--- config.mk ---
export PLATFORM = sky130hd
export DESIGN_NAME = fp_rr_scheduler
export DESIGN_NICKNAME = d
export VERILOG_FILES = /design/src/rtl/fp_rr_scheduler.sv
export SDC_FILE = /design/constraint.sdc
export NUM_CORES = 1
export LEC_CHECK = 0
export CELL_PAD_IN_SITES_DETAIL_PLACEMENT = 1
export CELL_PAD_IN_SITES_GLOBAL_PLACEMENT = 2
export CORE_MARGIN = 5
export CORE_UTILIZATION = 20
export DETAILED_ROUTE_END_ITERATION = 6
export PLACE_DENSITY_LB_ADDON = 0.1
export SYNTH_ARGS = -nofsm -noshare
export SYNTH_HDL_FRONTEND = slang
export SYNTH_SLANG_ARGS = --single-unit
--- constraint.sdc ---
create_clock -name clk -period 2.9 [get_ports clk]
set_input_delay 0.435 -clock clk [delete_from_list [all_inputs] [get_ports clk]]
set_output_delay 0.435 -clock clk [all_outputs]
set_load 0.05 [all_outputs]
--- src/rtl/fp_rr_scheduler.sv ---
// Round-robin front end for one shared, fixed-latency pipelined FP unit.
// It tags each issued operation and steers every result back to the requester that issued it.
module fp_rr_scheduler #(
  parameter int unsigned NUM_REQ       = 4,
  parameter int unsigned LATENCY       = 3,
  parameter int unsigned EXPONENT_BITS = 8,
  parameter int unsigned FRACTION_BITS = 23,
  localparam int unsigned FW           = 1 + EXPONENT_BITS + FRACTION_BITS,
  localparam int unsigned IW           = $clog2(LATENCY + 3)
) (
  input  logic                  clk,
  input  logic                  rst_n,
  input  logic                  hold,
  input  logic [NUM_REQ-1:0]    req_valid,
  input  logic [NUM_REQ*FW-1:0] req_a,
  input  logic [NUM_REQ*FW-1:0] req_b,
  output logic [NUM_REQ-1:0]    req_ready,
  output logic                  fpu_valid,
  output logic [FW-1:0]         fpu_a,
  output logic [FW-1:0]         fpu_b,
  input  logic [FW-1:0]         fpu_result,
  output logic [NUM_REQ-1:0]    rsp_valid,
  output logic [FW-1:0]         rsp_data,
  output logic [IW-1:0]         inflight,
  output logic                  idle
);

  localparam int unsigned PW = $clog2(NUM_REQ);

  logic [PW-1:0]      r_ptr;
  logic [PW-1:0]      w_gidx;
  logic [PW-1:0]      w_cand;
  logic [PW:0]        w_sum;
  logic [PW-1:0]      w_ptr_nxt;
  logic [NUM_REQ-1:0] w_grant;
  logic               w_xfer;
  logic               w_rsp_any;
  logic [FW-1:0]      w_a;
  logic [FW-1:0]      w_b;

  logic               r_fpu_valid;
  logic [FW-1:0]      r_fpu_a;
  logic [FW-1:0]      r_fpu_b;
  // Stage 0 lines up with fpu_valid; stage LATENCY lines up with a valid fpu_result.
  logic [NUM_REQ-1:0] r_tag [LATENCY+1];
  logic [NUM_REQ-1:0] r_rsp_valid;
  logic [FW-1:0]      r_rsp_data;
  logic [IW-1:0]      r_inflight;

  // Search ptr, ptr+1, ... modulo NUM_REQ; no grant while in reset or on hold.
  always_comb begin
    w_grant = '0;
    w_gidx  = '0;
    w_xfer  = 1'b0;
    w_sum   = '0;
    w_cand  = '0;
    for (int unsigned k = 0; k < NUM_REQ; k++) begin
      w_sum = {1'b0, r_ptr} + (PW+1)'(k);
      if (w_sum >= (PW+1)'(NUM_REQ)) begin
        w_sum = w_sum - (PW+1)'(NUM_REQ);
      end
      w_cand = w_sum[PW-1:0];
      if (rst_n && !hold && !w_xfer && req_valid[w_cand]) begin
        w_xfer = 1'b1;
        w_gidx = w_cand;
      end
    end
    w_grant[w_gidx] = w_xfer;
  end

  always_comb begin
    w_a = '0;
    w_b = '0;
    for (int unsigned i = 0; i < NUM_REQ; i++) begin
      if (w_grant[i]) begin
        w_a = req_a[i*FW +: FW];
        w_b = req_b[i*FW +: FW];
      end
    end
  end

  assign w_ptr_nxt = (w_gidx == PW'(NUM_REQ - 1)) ? '0 : w_gidx + 1'b1;
  assign w_rsp_any = |r_rsp_valid;

  always_ff @(posedge clk or negedge rst_n) begin
    if (!rst_n) begin
      r_ptr       <= '0;
      r_fpu_valid <= 1'b0;
      r_fpu_a     <= '0;
      r_fpu_b     <= '0;
    end else begin
      r_fpu_valid <= w_xfer;
      if (w_xfer) begin
        r_ptr   <= w_ptr_nxt;
        r_fpu_a <= w_a;
        r_fpu_b <= w_b;
      end
    end
  end

  always_ff @(posedge clk or negedge rst_n) begin
    if (!rst_n) begin
      for (int unsigned k = 0; k <= LATENCY; k++) begin
        r_tag[k] <= '0;
      end
      r_rsp_valid <= '0;
      r_rsp_data  <= '0;
    end else begin
      r_tag[0] <= w_grant;
      for (int unsigned k = 1; k <= LATENCY; k++) begin
        r_tag[k] <= r_tag[k-1];
      end
      r_rsp_valid <= r_tag[LATENCY];
      if (|r_tag[LATENCY]) begin
        r_rsp_data <= fpu_result;
      end
    end
  end

  always_ff @(posedge clk or negedge rst_n) begin
    if (!rst_n) begin
      r_inflight <= '0;
    end else begin
      unique case ({w_xfer, w_rsp_any})
        2'b10:   r_inflight <= r_inflight + 1'b1;
        2'b01:   r_inflight <= r_inflight - 1'b1;
        default: r_inflight <= r_inflight;
      endcase
    end
  end

  assign req_ready = w_grant;
  assign fpu_valid = r_fpu_valid;
  assign fpu_a     = r_fpu_a;
  assign fpu_b     = r_fpu_b;
  assign rsp_valid = r_rsp_valid;
  assign rsp_data  = r_rsp_data;
  assign inflight  = r_inflight;
  assign idle      = (r_inflight == '0);

endmodule

==> tab_implementation.tex, run 1 <==
\begin{tabular}{lr}
\hline
Metric & Value \\
\hline
\multicolumn{2}{l}{\textbf{Clock network}} \\
\quad Clock insertion delay at the later pin of the skew report & about 0.42 ns \\
\quad Clock tree from TritonCTS & done \\
\quad Worst-case clock buffer depth & 2 \\
\quad CTS Buf Count & 17 \\
\quad Post-CTS clock slew at the launch and capture registers of the worst setup and hold paths & roughly 0.070 ns \\
\quad Clock sink count & between 100 and 150 \\
\quad H-tree levels & 4 \\
\quad Root buffer cell & sky130\_fd\_sc\_hd\_\_clkbuf\_16 \\
\multicolumn{2}{l}{\textbf{Die}} \\
\quad Die Footprint & 35300 um\^{}2 \\
\quad Core Area & $\sim$31000 um\^{}2 \\
\quad Initial Util & 0.202 \\
\quad Die Span X & between 150 and 200 um \\
\quad Height of the die & roughly 190 um \\
\quad Standard-cell rows & between 60 and 70 \\
\quad Total I/O pin count & roughly 400 \\
\multicolumn{2}{l}{\textbf{Timing}} \\
\quad Number of pins with negative max-slew slack in the final report & 0 \\
\quad Final Cycle Share & 0.966 \\
\quad Final setup margin & 0.0976 ns \\
\quad Fmax & approximately 360 MHz \\
\quad Worst max-slew margin expressed relative to the limit & 0.381 \\
\quad Number of hold violations in the final report & 0 \\
\quad Min cycle time layout & 2.80 ns \\
\quad Setup violators final & 0 \\
\quad Worst-Margin Slew & 0.928 ns \\
\quad Total negative slack for setup checks & 0 ns \\
\quad Final clock skew & 0.0129 ns \\
\quad Setup repair after global routing missed its margin & false \\
\multicolumn{2}{l}{\textbf{Synthesis}} \\
\quad Netlist Area Pre-Place & approximately 6300 um\^{}2 \\
\quad Number of distinct library cell variants in the gate-level netlist after synthesis & 36 \\
\quad Ys async rst share & 1.00 \\
\quad Synthesized instance count & 673 \\
\quad Number of warning messages in the yosys log & 0 \\
\quad Synthesis-stage register bit count & roughly 120 \\
\quad Sequential element share of the synthesized area & 0.482 \\
\quad EDFF count, synth & 0 \\
\quad Per-instance average area after synthesis & 9.41 um\^{}2 \\
\quad Syn nets & 974 \\
\quad Most used flip-flop cell after synthesis & sky130\_fd\_sc\_hd\_\_dfrtp\_1 \\
\multicolumn{2}{l}{\textbf{Global routing}} \\
\quad Number of antenna violations at the first check in global routing & 4 \\
\quad Maximum number of pins on one net before global-route repair & between 60 and 70 \\
\quad Overall global routing resource usage & 0.169 \\
\quad Remaining global-route overflow & 0 \\
\quad Layer with the highest usage & met2 \\
\quad Vias in the first global route & roughly 7.5k \\
\quad Wire length of the first global-routing pass & approximately 46000 um \\
\quad Met1 track demand over resource in global routing & 0.198 \\
\quad Fraction of met2 tracks used by global routing & 0.298 \\
\quad Grt met3 use & 0.0534 \\
\multicolumn{2}{l}{\textbf{Final layout}} \\
\quad Growth of design area from synthesis to finish & 86.6\% \\
\quad Final core utilization & 0.377 \\
\quad Nets & around 1.4k \\
\quad Footprint of the flip-flops and latches & around 3100 um\^{}2 \\
\quad Commonest non-fill, non-tap cell in the layout & sky130\_fd\_sc\_hd\_\_clkdlybuf4s50\_1 \\
\quad Filler cell count in the final layout & roughly 3.5k \\
\quad Total area of multi-input combinational cells & 2820 um\^{}2 \\
\quad Fraction of layout cells with a size suffix above 1 & 0.113 \\
\quad Commonest cells after routing, fill and taps aside & sky130\_fd\_sc\_hd\_\_clkdlybuf4s50\_1 (398), sky130\_fd\_sc\_hd\_\_a21oi\_1 (142), sky130\_fd\_sc\_hd\_\_dfrtp\_1 (122) \\
\multicolumn{2}{l}{\textbf{Detailed routing}} \\
\quad Routed length per instance & slightly above 20 um \\
\quad Via/cell ratio & 4.52 \\
\quad Post-route ant nets & 0 \\
\quad Via count & between 6k and 7k \\
\quad Count of TritonRoute iterations in the first routing pass & 4 \\
\quad Total detailed-routing wirelength & roughly 31000 um \\
\quad Count of routing violations after the opening detailed-route iteration & $\sim$250 \\
\quad Drt drc & 0 \\
\multicolumn{2}{l}{\textbf{Run}} \\
\quad Number of violations of the max-capacitance limit & 0 \\
\multicolumn{2}{l}{\textbf{Setup path}} \\
\quad Critical Path RT & $\sim$2.5 ns \\
\quad Kind of start point of the critical path & primary input \\
\quad Kind of critical path & in2out \\
\quad Critical path arrival & roughly 2.4 ns \\
\quad Endpoint type of the worst setup path & output port \\
\quad Biggest fanout along the worst timing path & 5 \\
\multicolumn{2}{l}{\textbf{Pwr}} \\
\quad Overall power of the completed layout & 8110 uW \\
\quad Worst vdd rail ir drop & around 380 uV \\
\quad Power per unit of standard cell area & slightly below 700 nW/um\^{}2 \\
\quad Leakage Power & roughly 0.0049 uW \\
\multicolumn{2}{l}{\textbf{Place}} \\
\quad Final estimated routing congestion in global placement & between 0.7 and 0.8 \\
\quad Half-perimeter wire length after placement & 23000 um \\
\quad Worst slack, placed & -0.158 ns \\
\quad Count of input and output buffers & between 400 and 500 \\
\multicolumn{2}{l}{\textbf{Outcome}} \\
\quad Result of the run & complete, no violations \\
\multicolumn{2}{l}{\textbf{Hold path}} \\
\quad Path class of the lowest-slack min-delay path & in2async \\
\hline
\end{tabular}
per-stage QoR:
| stage | instance area, um^2 | instances | hold slack, ns |
|---|---|---|---|
| floorplan | 6330 | 673 | 0.139 |
| global placement | 11100 | 1461 | 0.335 |
| finish | 11800 | 1499 | 0.207 |
| detailed placement | 11100 | 1461 | 0.336 |
| global route | 11800 | 1499 | 0.267 |
| CTS | 11800 | 1494 | 0.218 |
path summary, 6_finish.rpt:
| check | slack (ns) | endpoint | depth (start not counted) | from |
|---|---|---|---|---|
| max | 0.1 | req_ready[1] | 9 | req_valid[0] |
| min | 0.21 | rsp_data[3]$_DFFE_PN0P_ | 2 | rst_n |
| max reg2reg | 0.36 | fpu_a[22]$_DFFE_PN0P_ | 10 | r_ptr[0]$_DFFE_PN0P_ |
| min reg2reg | 0.34 | r_tag[6]$_DFF_PN0_ | 0 | r_tag[10]$_DFF_PN0_ |
| max in group asynchronous | 1.23 | fpu_b[7]$_DFFE_PN0P_ | 3 | rst_n |
| min in group clk | 0.34 | r_tag[6]$_DFF_PN0_ | 0 | r_tag[10]$_DFF_PN0_ |
critical path, cell delays in order:
cell and delay, ns:
sky130_fd_sc_hd__clkdlybuf4s50_1 0.48, sky130_fd_sc_hd__nor2b_1 0.18, sky130_fd_sc_hd__a211oi_1 0.21, sky130_fd_sc_hd__a21oi_1 0.08, sky130_fd_sc_hd__o21bai_1 0.27, sky130_fd_sc_hd__ha_2 0.25
sky130_fd_sc_hd__buf_4 0.16, sky130_fd_sc_hd__and2_4 0.16, sky130_fd_sc_hd__buf_12 0.13
sequential cells by signal, indices dropped and copies added (netlist names):
| signal | count |
|---|---|
| r_ptr | 2 |
| inflight | 3 |
| fpu_b | 32 |
| r_tag | 16 |
| fpu_a | 32 |
| fpu_valid | 1 |
| rsp_valid | 4 |
| rsp_data | 32 |
synthesized netlist by cell type (5+ instances only):
| cell | count | area (um^2) |
|---|---|---|
| sky130_fd_sc_hd__buf_2 | 18 | 90.1 |
| sky130_fd_sc_hd__nand2_1 | 61 | 229 |
| sky130_fd_sc_hd__a31oi_1 | 12 | 75.1 |
| sky130_fd_sc_hd__dfrtp_1 | 122 | 3050 |
| sky130_fd_sc_hd__nand2b_1 | 14 | 87.6 |
| sky130_fd_sc_hd__nand3b_1 | 12 | 90.1 |
| sky130_fd_sc_hd__o31ai_1 | 45 | 338 |
| sky130_fd_sc_hd__ha_1 | 5 | 62.6 |
| sky130_fd_sc_hd__inv_1 | 58 | 218 |
| sky130_fd_sc_hd__a211o_1 | 8 | 70.1 |
| sky130_fd_sc_hd__mux2_2 | 30 | 338 |
| sky130_fd_sc_hd__nor2_1 | 21 | 78.8 |
| sky130_fd_sc_hd__a221oi_1 | 52 | 455 |
| sky130_fd_sc_hd__o21ai_0 | 5 | 25.0 |
| sky130_fd_sc_hd__buf_4 | 8 | 60.1 |
| sky130_fd_sc_hd__clkbuf_1 | 31 | 116 |
| sky130_fd_sc_hd__a21oi_1 | 142 | 711 |
repair_timing:
action,in CTS,in global routing
setup buffers,1,1
endpoints found under the setup margin,1,1
pin swaps,1,2
gates resized for setup,0,2
hold buffers,0,0
metal layers:
layer,share of wire,vias to the layer above
met5,0.00036,-
met4,0.017,2
met3,0.068,26
met2,0.51,240
met1,0.40,3260
li1,-,3244
kinds of logic (layout without fill, tap and decap cells):
family                   Yosys count  after routing  share of synthesized area
AO/OA/AOI/OAI                    270            270                      0.275
flip-flops                       122            122                      0.482
AND/OR/NAND/NOR                  120            120                     0.0897
buffers and inverters            120            540                     0.0794
multiplexers                      32             32                     0.0569
adder cells (fa/ha/maj)            6              6                     0.0130
XOR/XNOR                           3              3                    0.00415
other                              0              4                          0
where the power goes:
part	internal [uW]	total [uW]	switching [uW]
Sequential	2050	2250	199
Combinational	1390	3430	2040
Clock	1480	2430	955
cell type report:
class                           count  area share
Tap cell                          402      0.0426
Inverter                           59      0.0187
Multi-Input combinational cell    431       0.239
Clock buffer                       17      0.0360
Sequential cell                   122       0.258
Timing Repair Buffer              449       0.386
Clock inverter                     15      0.0191
Antenna cell                        4    0.000847
(Power assumes the default switching activity.)
==> run 2: changes to the inputs <==
==> constraint.sdc (replaced) <==
create_clock -name clk -period 2.9 [get_ports clk]
set_input_delay 0.58 -clock clk [delete_from_list [all_inputs] [get_ports clk]]
set_output_delay 0.58 -clock clk [all_outputs]
set_load 0.05 [all_outputs]
==> run 2 against run 1 <==
Effect of this change: clock skew decreased by 0.00095 ns; cell count hardly changed; fmax shrank 0.72%; core utilization down 0.056 points; global-route usage decreased by 0.27 points; critical endpoint is now req_ready[2].
==> tab_implementation.tex, run 2 (synthesis results as in run 1) <==
\begin{tabular}{lr}
\hline
Metric & Value \\
\hline
\multicolumn{2}{l}{\textbf{Outcome}} \\
\quad Result of the run & complete, no violations (unchanged) \\
\multicolumn{2}{l}{\textbf{Global routing}} \\
\quad Maximum number of pins on one net before global-route repair & 123 (was 67) \\
\quad Remaining global-route overflow & 0 (unchanged) \\
\quad Wire length of the first global-routing pass & 45300 um (was 46000 um) \\
\quad Overall global routing resource usage & 0.166 (was 0.169) \\
\quad Vias in the first global route & 7317 (was 7475) \\
\quad Number of antenna violations at the first check in global routing & 3 (was 4) \\
\multicolumn{2}{l}{\textbf{Pwr}} \\
\quad Leakage Power & 0.00489 uW (about the same) \\
\quad Power per unit of standard cell area & 665 nW/um\^{}2 (was 686 nW/um\^{}2) \\
\quad Worst vdd rail ir drop & 381 uV (about the same) \\
\multicolumn{2}{l}{\textbf{Timing}} \\
\quad Setup violators final & 0 (unchanged) \\
\quad Number of pins with negative max-slew slack in the final report & 0 (unchanged) \\
\quad Worst-Margin Slew & 0.793 ns (was 0.928 ns) \\
\quad Setup repair after global routing missed its margin & false (unchanged) \\
\quad Total negative slack for setup checks & 0 ns (unchanged) \\
\quad Final Cycle Share & 0.973 (was 0.966) \\
\quad Fmax & 354 MHz (was 357 MHz) \\
\quad Worst max-slew margin expressed relative to the limit & 0.471 (was 0.381) \\
\quad Min cycle time layout & 2.82 ns (was 2.80 ns) \\
\quad Final clock skew & 0.0120 ns (was 0.0129 ns) \\
\quad Final setup margin & 0.0772 ns (was 0.0976 ns) \\
\quad Worst hold slack across all endpoints & 0.196 ns (was 0.207 ns) \\
\quad Number of hold violations in the final report & 0 (unchanged) \\
\multicolumn{2}{l}{\textbf{Setup path}} \\
\quad Setup slack of the worst register-to-register path & 0.31 ns (was 0.36 ns) \\
\quad Critical Path RT & 2.32 ns (was 2.47 ns) \\
\quad Crit path max-delay cell type & sky130\_fd\_sc\_hd\_\_clkdlybuf4s50\_1 (unchanged) \\
\quad R2r worst-path depth & 11 (was 10) \\
\quad Kind of critical path & in2out (unchanged) \\
\quad Critical path arrival & 2.24 ns (was 2.37 ns) \\
\quad Reg2Reg Capture Point & fpu\_b[10]\$\_DFFE\_PN0P\_ (was fpu\_a[22]\$\_DFFE\_PN0P\_) \\
\quad Number of buffers and inverters on the critical path & 3 (unchanged) \\
\quad Kind of start point of the critical path & primary input (unchanged) \\
\quad Worst path max stage delay & 0.56 ns (was 0.48 ns) \\
\quad Endpoint type of the worst setup path & output port (unchanged) \\
\quad Launch instance of the worst register-to-register path & r\_ptr[0]\$\_DFFE\_PN0P\_ (unchanged) \\
\quad Biggest fanout along the worst timing path & 4 (was 5) \\
\quad Crit-path leading delay family & buffers and inverters (unchanged) \\
\quad Cells along the critical path & clkdlybuf4s50\_1 -> o21ai\_1 -> a211o\_1 -> ha\_4 -> buf\_4 -> and2\_4 -> buf\_12 (was clkdlybuf4s50\_1 -> nor2b\_1 -> a211oi\_1 -> a21oi\_1 -> o21bai\_1 -> ha\_2 -> buf\_4 -> and2\_4 -> buf\_12) \\
\multicolumn{2}{l}{\textbf{Final layout}} \\
\quad Growth of design area from synthesis to finish & 86.3\% (was 86.6\%) \\
\quad Fraction of layout cells with a size suffix above 1 & 0.121 (was 0.113) \\
\quad Commonest non-fill, non-tap cell in the layout & sky130\_fd\_sc\_hd\_\_clkdlybuf4s50\_1 (unchanged) \\
\quad Final core utilization & 0.376 (was 0.377) \\
\quad Commonest cells after routing, fill and taps aside & sky130\_fd\_sc\_hd\_\_clkdlybuf4s50\_1 (395), sky130\_fd\_sc\_hd\_\_a21oi\_1 (141), sky130\_fd\_sc\_hd\_\_dfrtp\_1 (122) (was sky130\_fd\_sc\_hd\_\_clkdlybuf4s50\_1 (398), sky130\_fd\_sc\_hd\_\_a21oi\_1 (142), sky130\_fd\_sc\_hd\_\_dfrtp\_1 (122)) \\
\quad Nets & 1384 (was 1381) \\
\multicolumn{2}{l}{\textbf{Die}} \\
\quad Initial Util & 0.202 (unchanged) \\
\quad Height of the die & 188 um (unchanged) \\
\quad Total I/O pin count & 404 (unchanged) \\
\quad Core Area & 31400 um\^{}2 (unchanged) \\
\quad Die Span X & 188 um (unchanged) \\
\quad Standard-cell rows & 65 (unchanged) \\
\quad Die Footprint & 35300 um\^{}2 (unchanged) \\
\multicolumn{2}{l}{\textbf{Clock network}} \\
\quad Clock insertion delay at the later pin of the skew report & 0.42 ns (about the same) \\
\quad Root buffer cell & sky130\_fd\_sc\_hd\_\_clkbuf\_16 (unchanged) \\
\quad H-tree levels & 4 (unchanged) \\
\quad Post-CTS clock slew at the launch and capture registers of the worst setup and hold paths & 0.07 ns (about the same) \\
\quad Clock sink count & 122 (unchanged) \\
\quad Clock tree from TritonCTS & done (unchanged) \\
\quad CTS Buf Count & 17 (unchanged) \\
\quad Worst-case clock buffer depth & 2 (unchanged) \\
\multicolumn{2}{l}{\textbf{Detailed routing}} \\
\quad Post-route ant nets & 0 (unchanged) \\
\quad Via count & 6793 (was 6772) \\
\quad Count of routing violations after the opening detailed-route iteration & 264 (was 254) \\
\quad Drt drc & 0 (unchanged) \\
\quad Count of TritonRoute iterations in the first routing pass & 4 (unchanged) \\
\quad Via/cell ratio & 4.53 (was 4.52) \\
\quad Total detailed-routing wirelength & 30100 um (was 30600 um) \\
\quad Routed length per instance & 20.1 um (was 20.4 um) \\
\multicolumn{2}{l}{\textbf{Run}} \\
\quad Number of violations of the max-capacitance limit & 0 (unchanged) \\
\multicolumn{2}{l}{\textbf{Hold path}} \\
\quad Path class of the lowest-slack min-delay path & in2async (unchanged) \\
\multicolumn{2}{l}{\textbf{Place}} \\
\quad Count of input and output buffers & 403 (unchanged) \\
\quad Half-perimeter wire length after placement & 22700 um (was 23000 um) \\
\quad Final estimated routing congestion in global placement & 0.755 (was 0.747) \\
\quad Worst slack, placed & -0.308 ns (was -0.158 ns) \\
\hline
\end{tabular}
## run 2: layout make-up
cell class	count	area, um^2
antenna	2	5.00
clock buffer	17	425
clock inverter	15	170
fill	3540	19600
inverter	59	221
multi-input combinational	431	2860
sequential	122	3050
tap	402	503
timing repair buffer	452	4570
## run 2: power by group
part           switching, uW  leakage [uW]  internal (uW)
Combinational           2040       0.00311           1380
Sequential               192       0.00150           2050
Clock                    959      0.000288           1230
## run 2: per-layer routing
metal	GRT usage	wire length [um]
met1	0.195	12200
met2	0.286	15000
met3	0.0540	2020
met4	0.0567	834
met5	0	20
## run 2: worst max-delay path by stage
stage | from | to | slack [ns] | depth (start not counted)
floorplan | hold | req_ready[3] | 0.002 | 8
global placement | req_valid[0] | fpu_b[5]$_DFFE_PN0P_ | -0.24 | 11
detailed placement | req_valid[0] | fpu_a[30]$_DFFE_PN0P_ | -0.31 | 11
CTS | hold | req_ready[1] | 0.005 | 8
global route | req_valid[2] | req_ready[1] | 0.007 | 8
finish | req_valid[3] | req_ready[2] | 0.08 | 7
## run 2: what timing repair did
action,in CTS,in global routing
endpoints found under the setup margin,4,4
hold buffers,0,0
resized for setup,10,7
pin swaps,3,1
buffers inserted,3,2
## run 2: metrics by stage
step / instance area (um^2) / power, uW / instances
5_1_grt: 11800 / 8250 / 1500
2_1_floorplan: 6340 / 4190 / 673
3_3_place_gp: 11100 / 5700 / 1462
4_1_cts: 11800 / 8000 / 1496
6_report: 11800 / 7850 / 1500
3_5_place_dp: 11100 / 5730 / 1462
